==> src/rtl/mem_pkg.sv <==
// Packet-memory geometry and shared types for the buffer write and read paths.
// Blocks are 64 bytes: a 16-bit footer in the low bits and up to 62 payload bytes above it.
package mem_pkg;

  localparam int unsigned ADDR_W        = 14;
  localparam int unsigned BLOCK_BYTES   = 64;
  localparam int unsigned PAYLOAD_BYTES = 62;
  localparam int unsigned BLOCK_BITS    = BLOCK_BYTES * 8;
  localparam int unsigned FOOTER_BITS   = 16;
  localparam int unsigned PAYLOAD_BITS  = PAYLOAD_BYTES * 8;
  localparam int unsigned PTR_W         = 6;

  typedef struct packed {
    logic [ADDR_W-1:0] next_idx;
    logic              eop;
    logic              rsvd;
  } footer_t;

  typedef enum logic [2:0] {
    StIdle,
    StFetch,
    StWaitData,
    StStream,
    StFree
  } rd_state_t;

endpackage

==> src/rtl/memory_read_ctrl_if.sv <==
// Descriptor, packet-memory, free-list and egress signals of the frame read controller.
// Signal suffixes are from the controller's point of view; the controller uses the master modport.
interface memory_read_ctrl_if #(
  parameter int unsigned LEN_W = 11
) ();
  import mem_pkg::*;

  logic                  rd_req_i;
  logic [ADDR_W-1:0]     rd_start_addr_i;
  logic [LEN_W-1:0]      rd_len_i;
  logic                  rd_ready_o;

  logic                  mem_re_o;
  logic [ADDR_W-1:0]     mem_addr_o;
  logic                  mem_ready_i;
  logic                  mem_rvalid_i;
  logic [BLOCK_BITS-1:0] mem_rdata_i;

  logic                  fl_free_req_o;
  logic [ADDR_W-1:0]     fl_free_idx_o;
  logic                  fl_free_gnt_i;

  logic [7:0]            data_o;
  logic                  data_valid_o;
  logic                  data_begin_o;
  logic                  data_end_o;
  logic                  data_ready_i;

  logic                  err_o;

  modport master (
    input  rd_req_i, rd_start_addr_i, rd_len_i, mem_ready_i, mem_rvalid_i, mem_rdata_i,
           fl_free_gnt_i, data_ready_i,
    output rd_ready_o, mem_re_o, mem_addr_o, fl_free_req_o, fl_free_idx_o, data_o,
           data_valid_o, data_begin_o, data_end_o, err_o
  );

  modport slave (
    output rd_req_i, rd_start_addr_i, rd_len_i, mem_ready_i, mem_rvalid_i, mem_rdata_i,
           fl_free_gnt_i, data_ready_i,
    input  rd_ready_o, mem_re_o, mem_addr_o, fl_free_req_o, fl_free_idx_o, data_o,
           data_valid_o, data_begin_o, data_end_o, err_o
  );

endinterface

==> src/rtl/memory_read_ctrl.sv <==
// Walks a frame's block chain in packet memory, streams the payload one byte per beat and
// returns every consumed block to the free list.
module memory_read_ctrl
  import mem_pkg::*;
#(
  parameter int unsigned LEN_W = 11
) (
  input  logic               clk,
  input  logic               rst,
  memory_read_ctrl_if.master bus
);

  rd_state_t               state_q;
  logic [ADDR_W-1:0]       idx_q;
  logic [ADDR_W-1:0]       next_q;
  logic [LEN_W-1:0]        rem_q;
  logic [PTR_W-1:0]        ptr_q;
  logic [PTR_W-1:0]        n_q;
  logic [PAYLOAD_BITS-1:0] blk_q;
  logic                    first_q;
  logic                    trunc_q;
  logic                    err_pend_q;
  logic                    rd_ready_q;
  logic                    mem_re_q;
  logic                    free_req_q;
  logic                    valid_q;

  footer_t                 footer;
  logic                    rem_gt_blk;
  logic [PTR_W-1:0]        blk_n;
  logic [PTR_W-1:0]        sel;
  logic                    last_beat;
  logic                    unused_rsvd;

  assign footer      = footer_t'(bus.mem_rdata_i[FOOTER_BITS-1:0]);
  assign unused_rsvd = footer.rsvd;

  // Bytes held by the block being fetched follow from the remaining length, not the footer.
  assign rem_gt_blk = rem_q > LEN_W'(PAYLOAD_BYTES);
  assign blk_n      = rem_gt_blk ? PTR_W'(PAYLOAD_BYTES) : rem_q[PTR_W-1:0];
  assign last_beat  = ptr_q == (n_q - PTR_W'(1));

  // Payload is right-justified, so byte 0 of an n-byte block sits highest.
  assign sel = n_q - PTR_W'(1) - ptr_q;

  assign bus.rd_ready_o    = rd_ready_q;
  assign bus.mem_re_o      = mem_re_q;
  assign bus.mem_addr_o    = idx_q;
  assign bus.fl_free_req_o = free_req_q;
  assign bus.fl_free_idx_o = idx_q;
  assign bus.data_valid_o  = valid_q;
  assign bus.data_o        = valid_q ? blk_q[{sel, 3'b000} +: 8] : 8'h00;
  assign bus.data_begin_o  = valid_q && first_q;
  assign bus.data_end_o    = valid_q && ((rem_q == LEN_W'(1)) || (trunc_q && last_beat));
  assign bus.err_o         = free_req_q && bus.fl_free_gnt_i && err_pend_q;

  always_ff @(posedge clk or posedge rst) begin
    if (rst) begin
      state_q    <= StIdle;
      idx_q      <= '0;
      next_q     <= '0;
      rem_q      <= '0;
      ptr_q      <= '0;
      n_q        <= '0;
      blk_q      <= '0;
      first_q    <= 1'b0;
      trunc_q    <= 1'b0;
      err_pend_q <= 1'b0;
      rd_ready_q <= 1'b0;
      mem_re_q   <= 1'b0;
      free_req_q <= 1'b0;
      valid_q    <= 1'b0;
    end else begin
      unique case (state_q)
        StIdle: begin
          rd_ready_q <= 1'b1;
          if (rd_ready_q && bus.rd_req_i) begin
            rd_ready_q <= 1'b0;
            idx_q      <= bus.rd_start_addr_i;
            rem_q      <= bus.rd_len_i;
            first_q    <= 1'b1;
            trunc_q    <= 1'b0;
            if (bus.rd_len_i == '0) begin
              // Empty frame: release the start block unread and flag it.
              err_pend_q <= 1'b1;
              free_req_q <= 1'b1;
              state_q    <= StFree;
            end else begin
              err_pend_q <= 1'b0;
              mem_re_q   <= 1'b1;
              state_q    <= StFetch;
            end
          end
        end
        StFetch: begin
          if (bus.mem_ready_i) begin
            mem_re_q <= 1'b0;
            state_q  <= StWaitData;
          end
        end
        StWaitData: begin
          if (bus.mem_rvalid_i) begin
            blk_q      <= bus.mem_rdata_i[BLOCK_BITS-1:FOOTER_BITS];
            ptr_q      <= '0;
            n_q        <= blk_n;
            next_q     <= footer.next_idx;
            // eop early truncates the frame; missing eop on the final block is only reported.
            trunc_q    <= footer.eop && rem_gt_blk;
            err_pend_q <= footer.eop ? rem_gt_blk : !rem_gt_blk;
            valid_q    <= 1'b1;
            state_q    <= StStream;
          end
        end
        StStream: begin
          if (bus.data_ready_i) begin
            ptr_q   <= ptr_q + PTR_W'(1);
            rem_q   <= rem_q - LEN_W'(1);
            first_q <= 1'b0;
            if (last_beat) begin
              valid_q    <= 1'b0;
              free_req_q <= 1'b1;
              state_q    <= StFree;
            end
          end
        end
        StFree: begin
          if (bus.fl_free_gnt_i) begin
            free_req_q <= 1'b0;
            if (rem_q == '0 || trunc_q) begin
              rd_ready_q <= 1'b1;
              state_q    <= StIdle;
            end else begin
              idx_q    <= next_q;
              mem_re_q <= 1'b1;
              state_q  <= StFetch;
            end
          end
        end
        default: state_q <= StIdle;
      endcase
    end
  end

endmodule

==> src/flat_wrapper.sv <==
// flat-port wrapper written by rule: the top's interface ports become plain ports
module memory_read_ctrl_flat import mem_pkg::*;
#(
  parameter int unsigned LEN_W = 11
)
  (clk, rst, bus_rd_req_i, bus_rd_start_addr_i, bus_rd_len_i, bus_mem_ready_i, bus_mem_rvalid_i, bus_mem_rdata_i, bus_fl_free_gnt_i, bus_data_ready_i, bus_rd_ready_o, bus_mem_re_o, bus_mem_addr_o, bus_fl_free_req_o, bus_fl_free_idx_o, bus_data_o, bus_data_valid_o, bus_data_begin_o, bus_data_end_o, bus_err_o);
  memory_read_ctrl_if #(.LEN_W(LEN_W)) bus_i ();
  input  logic clk;
  input  logic rst;
  input wire logic [$bits(bus_i.rd_req_i)-1:0] bus_rd_req_i;
  input wire logic [$bits(bus_i.rd_start_addr_i)-1:0] bus_rd_start_addr_i;
  input wire logic [$bits(bus_i.rd_len_i)-1:0] bus_rd_len_i;
  input wire logic [$bits(bus_i.mem_ready_i)-1:0] bus_mem_ready_i;
  input wire logic [$bits(bus_i.mem_rvalid_i)-1:0] bus_mem_rvalid_i;
  input wire logic [$bits(bus_i.mem_rdata_i)-1:0] bus_mem_rdata_i;
  input wire logic [$bits(bus_i.fl_free_gnt_i)-1:0] bus_fl_free_gnt_i;
  input wire logic [$bits(bus_i.data_ready_i)-1:0] bus_data_ready_i;
  output wire logic [$bits(bus_i.rd_ready_o)-1:0] bus_rd_ready_o;
  output wire logic [$bits(bus_i.mem_re_o)-1:0] bus_mem_re_o;
  output wire logic [$bits(bus_i.mem_addr_o)-1:0] bus_mem_addr_o;
  output wire logic [$bits(bus_i.fl_free_req_o)-1:0] bus_fl_free_req_o;
  output wire logic [$bits(bus_i.fl_free_idx_o)-1:0] bus_fl_free_idx_o;
  output wire logic [$bits(bus_i.data_o)-1:0] bus_data_o;
  output wire logic [$bits(bus_i.data_valid_o)-1:0] bus_data_valid_o;
  output wire logic [$bits(bus_i.data_begin_o)-1:0] bus_data_begin_o;
  output wire logic [$bits(bus_i.data_end_o)-1:0] bus_data_end_o;
  output wire logic [$bits(bus_i.err_o)-1:0] bus_err_o;
  assign bus_i.rd_req_i = bus_rd_req_i;
  assign bus_i.rd_start_addr_i = bus_rd_start_addr_i;
  assign bus_i.rd_len_i = bus_rd_len_i;
  assign bus_i.mem_ready_i = bus_mem_ready_i;
  assign bus_i.mem_rvalid_i = bus_mem_rvalid_i;
  assign bus_i.mem_rdata_i = bus_mem_rdata_i;
  assign bus_i.fl_free_gnt_i = bus_fl_free_gnt_i;
  assign bus_i.data_ready_i = bus_data_ready_i;
  assign bus_rd_ready_o = bus_i.rd_ready_o;
  assign bus_mem_re_o = bus_i.mem_re_o;
  assign bus_mem_addr_o = bus_i.mem_addr_o;
  assign bus_fl_free_req_o = bus_i.fl_free_req_o;
  assign bus_fl_free_idx_o = bus_i.fl_free_idx_o;
  assign bus_data_o = bus_i.data_o;
  assign bus_data_valid_o = bus_i.data_valid_o;
  assign bus_data_begin_o = bus_i.data_begin_o;
  assign bus_data_end_o = bus_i.data_end_o;
  assign bus_err_o = bus_i.err_o;
  memory_read_ctrl #(.LEN_W(LEN_W)) u_core (.clk(clk), .rst(rst), .bus(bus_i));
endmodule
==> config.mk <==
export PLATFORM = sky130hd
export DESIGN_NAME = memory_read_ctrl_flat
export DESIGN_NICKNAME = d
export VERILOG_FILES = /design/src/rtl/mem_pkg.sv /design/src/rtl/memory_read_ctrl_if.sv /design/src/rtl/memory_read_ctrl.sv /design/src/flat_wrapper.sv
export SDC_FILE = /design/constraint.sdc
export NUM_CORES = 2
export LEC_CHECK = 0
export CORE_MARGIN = 3
export CORE_UTILIZATION = 51
export DETAILED_ROUTE_END_ITERATION = 6
export GPL_TIMING_DRIVEN = 0
export PLACE_DENSITY_LB_ADDON = 0.12
export SYNTH_ARGS = -nofsm -noshare
export SYNTH_HDL_FRONTEND = slang
export SYNTH_SLANG_ARGS = --single-unit
==> constraint.sdc <==
create_clock -name clk -period 22 [get_ports clk]
set_input_delay 4.4 -clock clk [delete_from_list [all_inputs] [get_ports clk]]
set_output_delay 4.4 -clock clk [all_outputs]
set_load 0.01 [all_outputs]
==> metrics.yaml <==
critical_path:
  crit_path_max_fanout: 3
  cp_data_required_time_ns: 17.60
  cp-start-kind: "primary input"
  timing.rr.start: "u_core.n_q[0]"
  worst_r2r_endpoint: "u_core.state_q[0]"
  reg2reg_slack_ns: 18.32
  critical_path.most_common_cell: "sky130_fd_sc_hd__clkdlybuf4s50_1"
  worstSetupEndpointType: "primary output"
  crit_path_top_delay_cell: "sky130_fd_sc_hd__clkdlybuf4s50_1"
  timing.reg2reg.worst_path_depth: 11
  crit_arrival_ns: 5.59
  cp_slowest_stage_delay_ns: 0.53
  worst-setup-path-type: "in -> out"
  crit_chain: "clkdlybuf4s50_1, and3_1, clkdlybuf4s50_1"
clock_network:
  cts_sinks: 557
  cts_max_path_buffers: 3
  cts.repair_timing.setup_buffer_count: 0
  post_cts_resize_count: 0
  cts_hold_buf: 0
  ctsHtreeMaxLevel: 2
  clk_root_buffer_cell: "sky130_fd_sc_hd__clkbuf_16"
  tritoncts: "built"
  clock_pin_slew_on_the_worst_setup_and_hold_paths_ns: 0.06
  clk-insertion-delay-late_ns: 0.61
  clock_buffers_created_by_tritoncts: 56
job:
  drv.max_cap_violation_count: 0
synthesis:
  synth.cell_area_sq_um: 26200
  synth-main-ff-cell: "sky130_fd_sc_hd__dfrtp_1"
  ys_top_cells_by_area: "sky130_fd_sc_hd__dfrtp_1, sky130_fd_sc_hd__nand2_1, sky130_fd_sc_hd__mux4_2"
  syn_avg_cell_area_sq_um: 9.07
  share_of_yosys_cell_area_claimed_by_the_top_area_cell_type_pct: 53.3
  yosys_register_bits: 557
  synth.largest_area_cell: "sky130_fd_sc_hd__dfrtp_1"
  cells_after_synthesis: 2885
  synth_seq_area_share_pct: 53.3
  synth_edf_count: 0
  synthesis_warnings: 0
  synth.net_count: 3441
  async_reset_ff_share_pct: 100
  synth.lib_cells_used.distinct: 61
final_layout:
  area_growth_syn_to_layout_pct: 32.8
  layout.cells.non_filler: 4254
  seq_area_sq_um: 13900
  share_of_final_layout_standard_cells_stronger_than_drive_strength_1_pct: 7.62
  n_fill_cell: 3991
  multi_input_comb_area_sq_um: 11300
  nNetsFinal: 4087
die:
  core_area_sq_um: 50400
  num_io_pins: 587
  floorplan.die.width_um: 233
  die-area_sq_um: 54100
  placement_row_count: 82
  initial_cell_density_of_the_core_pct: 51.9
  vertical_extent_of_the_die_um: 233
timing:
  relSlewSlack_pct: 35.7
  timing.final.max_slew_violations: 0
  finalSetupViolCount: 0
  skew_final_ns: 0.0132
  timing.final.crit_period_ns: 9.99
  hold_ws_ns: 0.470
  fmax_mhz: 100
  final_min_period_over_clock_period_pct: 45.4
  tightestPinTransition_ns: 0.965
  finalHoldViolations: 0
  rsz0062_at_grt: "false"
  fin_setup_tns_ns: 0
pwr:
  power_density_nw_per_um2: 194
  vdd.ir_drop.worst_mv: 0.187
  leakagePower_nw: 16.9
placement:
  dp_cells: 4145
  portBuffers: 584
  detailedPlacementHpwl_mm: 73.6
  gp_congestion: 0.909
global_route:
  grt_start_max_net_pins: 129
  grt.total_usage_pct: 34.7
  grt_overflow: 0
  via_count_of_the_first_global_routing_pass: 23960
  grt_antenna_before_repair: 21
  wire_length_of_the_first_global_routing_pass_mm: 141
routing:
  drt_iter0_drc: 2207
  totalWireLength_mm: 94.6
  number_of_remaining_drc_errors: 0
  route.vias.total: 23498
  antenna_violating_nets_post_route: 0
  firstDrtPassIters: 6
  avgRoutedWirePerCell_um: 22.2
  vias_per_cell: 5.52
min_path:
  hold_path_class: "reg -> reg"
  worstHoldEndpoint: "u_core.blk_q[162]"
  hp-start: "u_core.blk_q[162]"
  worst_hold_path.num_cells: 2
status:
  outcome: "finished clean"
metrics by stage:
step | area (sq um) | setup WS, ns | util, % | power (mW)
finish | 34700 | 12.01 | 69.0 | 6.76
global route | 34700 | 11.96 | 68.9 | 7.12
CTS | 34700 | 12.00 | 68.9 | 6.71
detailed placement | 33000 | 12.01 | 65.4 | 5.77
global placement | 32900 | -3.68 | 65.2 | 5.68
floorplan | 26200 | 2.02 | - | 4.21
routing by layer:
| metal | GRT usage [%] | share of wire (%) |
|---|---|---|
| met1 | 44.7 | 39 |
| met2 | 57.2 | 49 |
| met3 | 7.92 | 8.3 |
| met4 | 13.9 | 4.1 |
| met5 | 0 | 0.13 |
cells by family after synthesis:
logic type | Yosys count | share of synthesized area [%]
adder cells (fa/ha/maj) | 12 | 0.603
XOR/XNOR | 11 | 0.426
buffers and inverters | 207 | 3.38
flip-flops | 557 | 53.3
AO/OA/AOI/OAI | 113 | 2.75
AND/OR/NAND/NOR | 1784 | 26.6
multiplexers | 201 | 13.0
worst max-delay path: cells and delay by family:
family	cells	cell delay, ns
buf+inv	2	1.03
simple gates	1	0.16
worst max-delay path by stage:
stage | start | end | slack [ns] | depth (start not counted)
floorplan | rst | u_core.blk_q[0] | 2.02 | 1
global placement | rst | u_core.blk_q[173] | -3.68 | 2
detailed placement | bus_fl_free_gnt_i | bus_err_o | 12.01 | 3
CTS | bus_fl_free_gnt_i | bus_err_o | 12.00 | 3
global route | u_core.n_q[0] | bus_data_o[2] | 11.96 | 13
finish | bus_fl_free_gnt_i | bus_err_o | 12.01 | 3
final cells by class:
class                      instances  share of cell area (%)
buffer                           189                    2.35
tap                              672                    2.42
multi-input combinational       2121                    32.6
sequential                       557                    40.1
inverter                          18                   0.216
antenna                           12                  0.0864
clock inverter                    13                   0.187
timing repair buffer             588                    17.1
clock buffer                      84                    4.83
sequential cells by signal (all words and copies together), names as in the netlist, 3 cells and up:
register / cells
u_core.blk_q: 496
u_core.bus.fl_free_idx_o: 14
u_core.n_q: 6
u_core.next_q: 14
u_core.ptr_q: 6
u_core.rem_q: 11
u_core.state_q: 3
cells in the final DEF (no fill, tap or decap), drive strengths merged, types with 3 or more instances in the layout:
cell / synthesis / routed
a211oi: 3 / 3
a21oi: 27 / 27
a22oi: 4 / 4
a31oi: 4 / 4
and2: 4 / 4
and3: 5 / 5
buf: 63 / 67
clkbuf: 126 / 210
clkdlybuf4s50: 0 / 584
clkinv: 0 / 13
dfrtp: 557 / 557
diode: 0 / 12
ha: 11 / 11
inv: 18 / 18
mux2i: 89 / 89
mux4: 111 / 111
nand2: 1638 / 1638
nand2b: 3 / 3
nand3: 29 / 29
nand4: 17 / 17
nor2: 37 / 37
nor3: 17 / 17
nor3b: 4 / 4
nor4: 7 / 7
o211ai: 10 / 10
o21ai: 36 / 36
o22ai: 13 / 13
or2: 5 / 5
or3: 8 / 8
xnor2: 7 / 7
xor2: 4 / 4
cells in the mapped netlist, types with 11 or more instances:
cell	count
sky130_fd_sc_hd__a21oi_1	27
sky130_fd_sc_hd__buf_1	12
sky130_fd_sc_hd__buf_2	35
sky130_fd_sc_hd__buf_4	15
sky130_fd_sc_hd__clkbuf_1	126
sky130_fd_sc_hd__dfrtp_1	557
sky130_fd_sc_hd__ha_1	11
sky130_fd_sc_hd__inv_1	18
sky130_fd_sc_hd__mux2i_1	89
sky130_fd_sc_hd__mux4_2	111
sky130_fd_sc_hd__nand2_1	1637
sky130_fd_sc_hd__nand3_1	29
sky130_fd_sc_hd__nand4_1	17
sky130_fd_sc_hd__nor2_1	37
sky130_fd_sc_hd__nor3_1	16
sky130_fd_sc_hd__o21ai_0	29
sky130_fd_sc_hd__o22ai_1	13
where the power goes:
part / total [mW] / internal (mW) / leakage (nW) / switching, mW
clock: 0.927 / 0.522 / 0.875 / 0.406
combinational: 4.04 / 1.64 / 9.12 / 2.41
sequential: 1.78 / 1.50 / 6.94 / 0.283
Power figures use the tool's default switching activity.
